`src/rtl/sasa_cam.sv`:
```
// rtl/sasa_cam.sv - SASA score CAM with streamed load, 1-cycle search and invalidation
module sasa_cam #(
    parameter int CAM_LEN = 16,
    parameter int DATA_W  = 8,
    parameter int PTR_W   = $clog2(CAM_LEN),
    parameter int CNT_W   = $clog2(CAM_LEN + 1)
) (
    input  logic                clk,
    input  logic                reset,
    input  logic                load_start,
    input  logic                load_valid,
    input  logic [DATA_W-1:0]   load_data,
    output logic                load_done,
    input  logic                search_en,
    input  logic [1:0]          search_op,
    input  logic [DATA_W-1:0]   search_key,
    input  logic [DATA_W-1:0]   search_mask,
    output logic [CAM_LEN-1:0]  MatchVector,
    output logic                match_valid,
    output logic                match_any,
    output logic [CNT_W-1:0]    match_cnt,
    input  logic                inval_en,
    input  logic [CAM_LEN-1:0]  inval_vec
);

    typedef enum logic [1:0] {
        ST_IDLE  = 2'd0,
        ST_LOAD  = 2'd1,
        ST_READY = 2'd2
    } state_t;

    state_t                   state_q, state_d;
    logic [PTR_W-1:0]         ptr_q, ptr_d;
    logic [CAM_LEN-1:0]       valid_q, valid_d;
    logic [DATA_W-1:0]        entry_q [CAM_LEN];
    logic [DATA_W-1:0]        entry_d [CAM_LEN];
    logic [CAM_LEN-1:0]       match_vec_q, match_vec_d;
    logic                     match_valid_q, match_valid_d;
    logic                     match_any_q, match_any_d;
    logic [CNT_W-1:0]         match_cnt_q, match_cnt_d;
    logic                     load_beat;

    // A beat is only accepted while loading, and a same-cycle restart drops it
    assign load_beat = (state_q == ST_LOAD) && load_valid && !load_start;

    // Load FSM, pointer, valid bits and entry writes; restart beats invalidate, load beats beat invalidate
    always_comb begin
        state_d = state_q;
        ptr_d   = ptr_q;
        valid_d = valid_q;
        entry_d = entry_q;
        if (inval_en) begin
            valid_d = valid_q & ~inval_vec;
        end
        if (load_start) begin
            state_d = ST_LOAD;
            ptr_d   = '0;
            valid_d = '0;
        end else if (load_beat) begin
            entry_d[ptr_q] = load_data;
            valid_d[ptr_q] = 1'b1;
            if (ptr_q == PTR_W'(CAM_LEN - 1)) begin
                state_d = ST_READY;
                ptr_d   = '0;
            end else begin
                ptr_d = ptr_q + PTR_W'(1);
            end
        end
    end

    // Search compare against pre-update contents, plus popcount of the result
    always_comb begin
        match_vec_d   = '0;
        match_valid_d = search_en;
        match_cnt_d   = '0;
        if (search_en) begin
            for (int i = 0; i < CAM_LEN; i++) begin
                if (valid_q[i]) begin
                    case (search_op)
                        2'b00:   match_vec_d[i] = (entry_q[i] == search_key);
                        2'b01:   match_vec_d[i] = (entry_q[i] >= search_key);
                        2'b10:   match_vec_d[i] = (((entry_q[i] ^ search_key) & search_mask) == '0);
                        default: match_vec_d[i] = 1'b0;
                    endcase
                end
            end
        end
        for (int i = 0; i < CAM_LEN; i++) begin
            match_cnt_d = match_cnt_d + {{(CNT_W-1){1'b0}}, match_vec_d[i]};
        end
        match_any_d = |match_vec_d;
    end

    // Control and result registers with synchronous reset
    always_ff @(posedge clk) begin
        if (reset) begin
            state_q       <= ST_IDLE;
            ptr_q         <= '0;
            valid_q       <= '0;
            match_vec_q   <= '0;
            match_valid_q <= 1'b0;
            match_any_q   <= 1'b0;
            match_cnt_q   <= '0;
        end else begin
            state_q       <= state_d;
            ptr_q         <= ptr_d;
            valid_q       <= valid_d;
            match_vec_q   <= match_vec_d;
            match_valid_q <= match_valid_d;
            match_any_q   <= match_any_d;
            match_cnt_q   <= match_cnt_d;
        end
    end

    // Entry storage is deliberately left out of reset; valid bits gate it
    always_ff @(posedge clk) begin
        entry_q <= entry_d;
    end

    assign load_done   = (state_q == ST_READY);
    assign MatchVector = match_vec_q;
    assign match_valid = match_valid_q;
    assign match_any   = match_any_q;
    assign match_cnt   = match_cnt_q;

endmodule

```
`config.mk`:
```
export PLATFORM = sky130hd
export DESIGN_NAME = sasa_cam
export DESIGN_NICKNAME = d
export VERILOG_FILES = /design/src/rtl/sasa_cam.sv
export SDC_FILE = /design/constraint.sdc
export NUM_CORES = 1
export LEC_CHECK = 0
export CORE_MARGIN = 2
export CORE_UTILIZATION = 45
export CTS_CLUSTER_DIAMETER = 80
export DETAILED_ROUTE_END_ITERATION = 12
export GPL_TIMING_DRIVEN = 0
export MAX_ROUTING_LAYER = met4
export SLEW_MARGIN = 20
export SYNTH_ARGS = -nofsm -noshare
export SYNTH_HDL_FRONTEND = slang
export SYNTH_SLANG_ARGS = --single-unit
```
`constraint.sdc`:
```
create_clock -name clk -period 14.8 [get_ports clk]
set_input_delay 2.96 -clock clk [delete_from_list [all_inputs] [get_ports clk]]
set_output_delay 2.96 -clock clk [all_outputs]
set_load 0.02 [all_outputs]
```
==> reports/metrics.cfg, run 1 <==
[job]
maxCapViolations = 0

[placed_design]
dp.cells = 1171
gp_routability_congestion = 0.888
detailedPlacementHpwl_mm = 19.1
dpl_cell_area_mm2 = 0.0107
detailedPlace.worstSlack_ns = 5.88
numPortBuffers = 70

[critical_path]
crit_type = primary input to register
path_cells = clkdlybuf4s50_1, ha_1, nor2b_1, nor3_1, o21ai_1, a22oi_1, o31ai_1, fa_1, inv_1, fa_1, fa_1, fa_1, inv_1, ha_1, fa_1, a21oi_1, nor3b_1
cp_endpoint_kind = register
crit_top_cell = sky130_fd_sc_hd__fa_1
timing.critical_path.buf_inv = 3
start_kind = primary input
critPathRequiredTime_ns = 15.11
crit_fanout = 16
critPathSlowestCell = sky130_fd_sc_hd__clkdlybuf4s50_1
crit_family = adder cells
crit_path_max_incr_delay_ns = 1.08
worst-endpoint-arrival_ns = 8.81

[cells_and_area]
layout-drive-gt1-share_pct = 8.62
net_total_in_the_final_layout = 1111
antenna_cells = 0
synthToLayoutAreaGrowth_pct = 17.1
final_cell_count_no_fill = 1203
fin_area_mm2 = 0.0112

[timing]
final_min_period_over_clock_period_pct = 57.4
finalHoldViolCount = 0
final-setup-viol-count = 0
final.setup.worst_slack_ns = 6.30
period_needed_ns = 8.50
worst_case_headroom_to_the_max_slew_limit_pct = 17.1
max_freq_mhz = 118
tns_ns = 0
slew_viol_final = 0
grt_setup_unrepaired = false
worstMarginPinSlew_ns = 1.24
fin_worst_skew_ns = 0.00964

[pwr]
power_leakage_uw = 0.00430
ir_drop_v = 0.0000782
power_per_cell_area_mw_per_mm2 = 95.8

[floorplanning]
die-area_mm2 = 0.0225
x_dimension_of_the_die_um = 150
initial_core_util_pct = 45.8
pin_count = 72
core.rowCount = 53
floorplan.die.height_um = 150
core-area_mm2 = 0.0210

[clock_network]
cts_buffer_depth = 2
clkLatencyLatePin_ns = 0.44
cts.repair_timing.setup_buffer_count = 0
tritoncts.num_buffers = 17
cts_resized = 0
root_driver = sky130_fd_sc_hd__clkbuf_16
htree_num_levels = 4
tritoncts_num_sinks = 173
postCtsHoldBufs = 0
clkTransAtPathRegs_ns = 0.07
cts_tree = built

[logic_synthesis]
synth-async-reset-ratio_pct = 0
ys_seq_area_share_pct = 49.4
synth.distinct_cells = 66
synth_seq_cells = 173
synth_top_flop_cell = sky130_fd_sc_hd__edfxtp_1
synthesis.area_per_instance_um2 = 11.6
yosys.area_share.adder_pct = 20.1
netlist.top_cell.by_area = sky130_fd_sc_hd__edfxtp_1
yosys.area.top_type_share_pct = 40.0
ys_top_cells_by_area = sky130_fd_sc_hd__edfxtp_1 (40%), sky130_fd_sc_hd__ha_1 (18%), sky130_fd_sc_hd__dfxtp_1 (9.4%)
synth-compound-area-share_pct = 14.9
syn_area_mm2 = 0.00960
synth_simple_gate_area_share_pct = 11.7
synth_fp_nets = 1021
yosys_warnings = 0
synth.most_common_cell = sky130_fd_sc_hd__ha_1
synthesis.instances = 825
synth_mux_area_share_pct = 0
yosys.area_share.xor_xnor_pct = 0.456
count_of_flip_flops_with_a_built_in_enable_after_synthesis = 128
synth.cells.most_frequent = sky130_fd_sc_hd__ha_1 (138), sky130_fd_sc_hd__edfxtp_1 (128), sky130_fd_sc_hd__a21oi_1 (66), sky130_fd_sc_hd__nor2_1 (50), sky130_fd_sc_hd__o22ai_1 (47)
synth_top_family_by_area = adder cells

[drt]
via_count_of_the_routed_design = 7359
detail_route.wirelength_mm = 30.0
starting_drc_count_in_detailed_routing = 836
drc_errors = 0
antenna_violating_nets_post_route = 0
route.detailed.vias_per_inst = 6.12
drt-pass1-iter-count = 6
detail_route.wl_per_cell_um = 24.9

[global_routing]
globalRouteTotalUtil_pct = 28.5
met1_usage_pct = 39.4
largest_net_degree_at_the_start_of_global_routing = 17
grtUsageMet2_pct = 43.2
antenna_violations_before_repair = 0
grt_first_pass_wirelength_mm = 44.2
busiest_layer = met2
grt.met3_usage_pct = 4.63
grt_pass1_vias = 7066
overflow = 0

[min_path]
hold_class = register to register

[outcome]
status = completed

placed cells by master, fill, tap and decap left out, types with 6 or more instances in the layout:
master / synthesis / routed
sky130_fd_sc_hd__nor4_1: 9 / 9
sky130_fd_sc_hd__clkbuf_1: 9 / 9
sky130_fd_sc_hd__inv_1: 41 / 41
sky130_fd_sc_hd__nor3_1: 13 / 9
sky130_fd_sc_hd__clkdlybuf4s50_1: 0 / 70
sky130_fd_sc_hd__dfxtp_1: 45 / 45
sky130_fd_sc_hd__nand2_1: 42 / 42
sky130_fd_sc_hd__o211ai_1: 6 / 6
sky130_fd_sc_hd__fa_1: 10 / 10
sky130_fd_sc_hd__o21ai_0: 18 / 18
sky130_fd_sc_hd__edfxtp_1: 128 / 128
sky130_fd_sc_hd__nand4_1: 20 / 20
sky130_fd_sc_hd__nor2b_1: 24 / 24
sky130_fd_sc_hd__a21o_1: 11 / 11
sky130_fd_sc_hd__clkbuf_16: 0 / 18
sky130_fd_sc_hd__nand3_1: 10 / 10
sky130_fd_sc_hd__nand2b_1: 15 / 15
sky130_fd_sc_hd__o22ai_1: 47 / 47
sky130_fd_sc_hd__ha_1: 138 / 138
sky130_fd_sc_hd__a21oi_1: 66 / 66
sky130_fd_sc_hd__o21ai_1: 6 / 6
sky130_fd_sc_hd__buf_2: 11 / 11
sky130_fd_sc_hd__nand4b_1: 6 / 6
sky130_fd_sc_hd__nor2_1: 50 / 49
sky130_fd_sc_hd__o221ai_1: 18 / 18
stage by stage:
step | power [uW] | hold slack (ns) | utilization (%)
finish | 1080 | 0.491 | 53.7
global route | 1110 | 0.520 | 53.7
CTS | 1080 | 0.491 | 53.6
detailed placement | 649 | 0.475 | 50.9
global placement | 649 | 0.467 | 50.8
floorplan | 594 | 0.456 | -
sequential cells by signal (all words and copies together) (netlist names):
name / count
match_any: 1
ptr_q: 4
entry_q: 128
match_valid: 1
match_cnt: 5
MatchVector: 16
valid_q: 16
state_q: 2
cells by family (layout without fill, tap and decap cells):
family | Yosys count | in the layout
simple gates | 212 | 212
fa+ha+maj | 148 | 148
xor+xnor | 5 | 5
compound gates | 214 | 214
flops | 173 | 173
buf+inv | 73 | 176
power by group:
group          switching, uW  internal, uW  total (uW)
Clock                    204           232         436
Sequential             0.414           521         521
Combinational           77.0          43.0         120
Total                    281           796        1080
area by class of cell:
class                   instances  area, um^2
fillers                      1837        9710
flip-flops and latches        173        4740
multi-input cells             579        4550
repair buffers                 71         708
clock buffers                  19         464
well taps                     275         344
inverters                      46         173
plain buffers                  27         158
clock inverters                13         104
worst paths after layout:
path / cells past startpoint / end / from / slack, ns
setup / recovery: 17 / match_cnt[4]$_SDFF_PP0_ / search_key[0] / 6.30
hold reg to reg: 2 / valid_q[5]$_SDFF_PP0_ / valid_q[5]$_SDFF_PP0_ / 0.49
setup reg to reg: 16 / match_cnt[4]$_SDFF_PP0_ / entry_q[81]$_DFFE_PP_ / 9.74
hold / removal: 2 / valid_q[5]$_SDFF_PP0_ / valid_q[5]$_SDFF_PP0_ / 0.49
worst register-to-register path, cell delays in order (launching register included):
cell and delay [ns]:
sky130_fd_sc_hd__edfxtp_1 0.36, sky130_fd_sc_hd__ha_1 0.32, sky130_fd_sc_hd__nor2b_1 0.15, sky130_fd_sc_hd__nor3_1 0.06
sky130_fd_sc_hd__o21ai_1 0.14, sky130_fd_sc_hd__a22oi_1 0.09, sky130_fd_sc_hd__o31ai_1 0.82, sky130_fd_sc_hd__fa_1 0.57
sky130_fd_sc_hd__inv_1 0.09, sky130_fd_sc_hd__fa_1 0.43, sky130_fd_sc_hd__fa_1 0.48, sky130_fd_sc_hd__fa_1 0.49
sky130_fd_sc_hd__inv_1 0.05, sky130_fd_sc_hd__ha_1 0.20, sky130_fd_sc_hd__fa_1 0.40, sky130_fd_sc_hd__a21oi_1 0.20
sky130_fd_sc_hd__nor3b_1 0.08
per-layer routing:
metal	vias up	wire length, um
li1	3358	-
met2	368	13600
met4	0	711
met1	3578	13000
met3	55	2660
met5	-	0
Power figures use the tool's default switching activity.
==> inputs of run 2 (changes only) <==
==> constraint.sdc (replaced) <==
create_clock -name clk -period 8.3 [get_ports clk]
set_input_delay 1.66 -clock clk [delete_from_list [all_inputs] [get_ports clk]]
set_output_delay 1.66 -clock clk [all_outputs]
set_load 0.02 [all_outputs]
==> results of run 2 <==
The final DEF is identical to that of run 1. Status: completed.
Among the figures that moved: setup slack after placement 5.88 ns -> 0.676 ns; setup slack after layout 6.30 ns -> 1.10 ns; register-to-register setup slack 9.74 ns -> 3.24 ns; total power 1080 uW -> 1920 uW; worst IR drop on VDD 0.0000782 V -> 0.000139 V
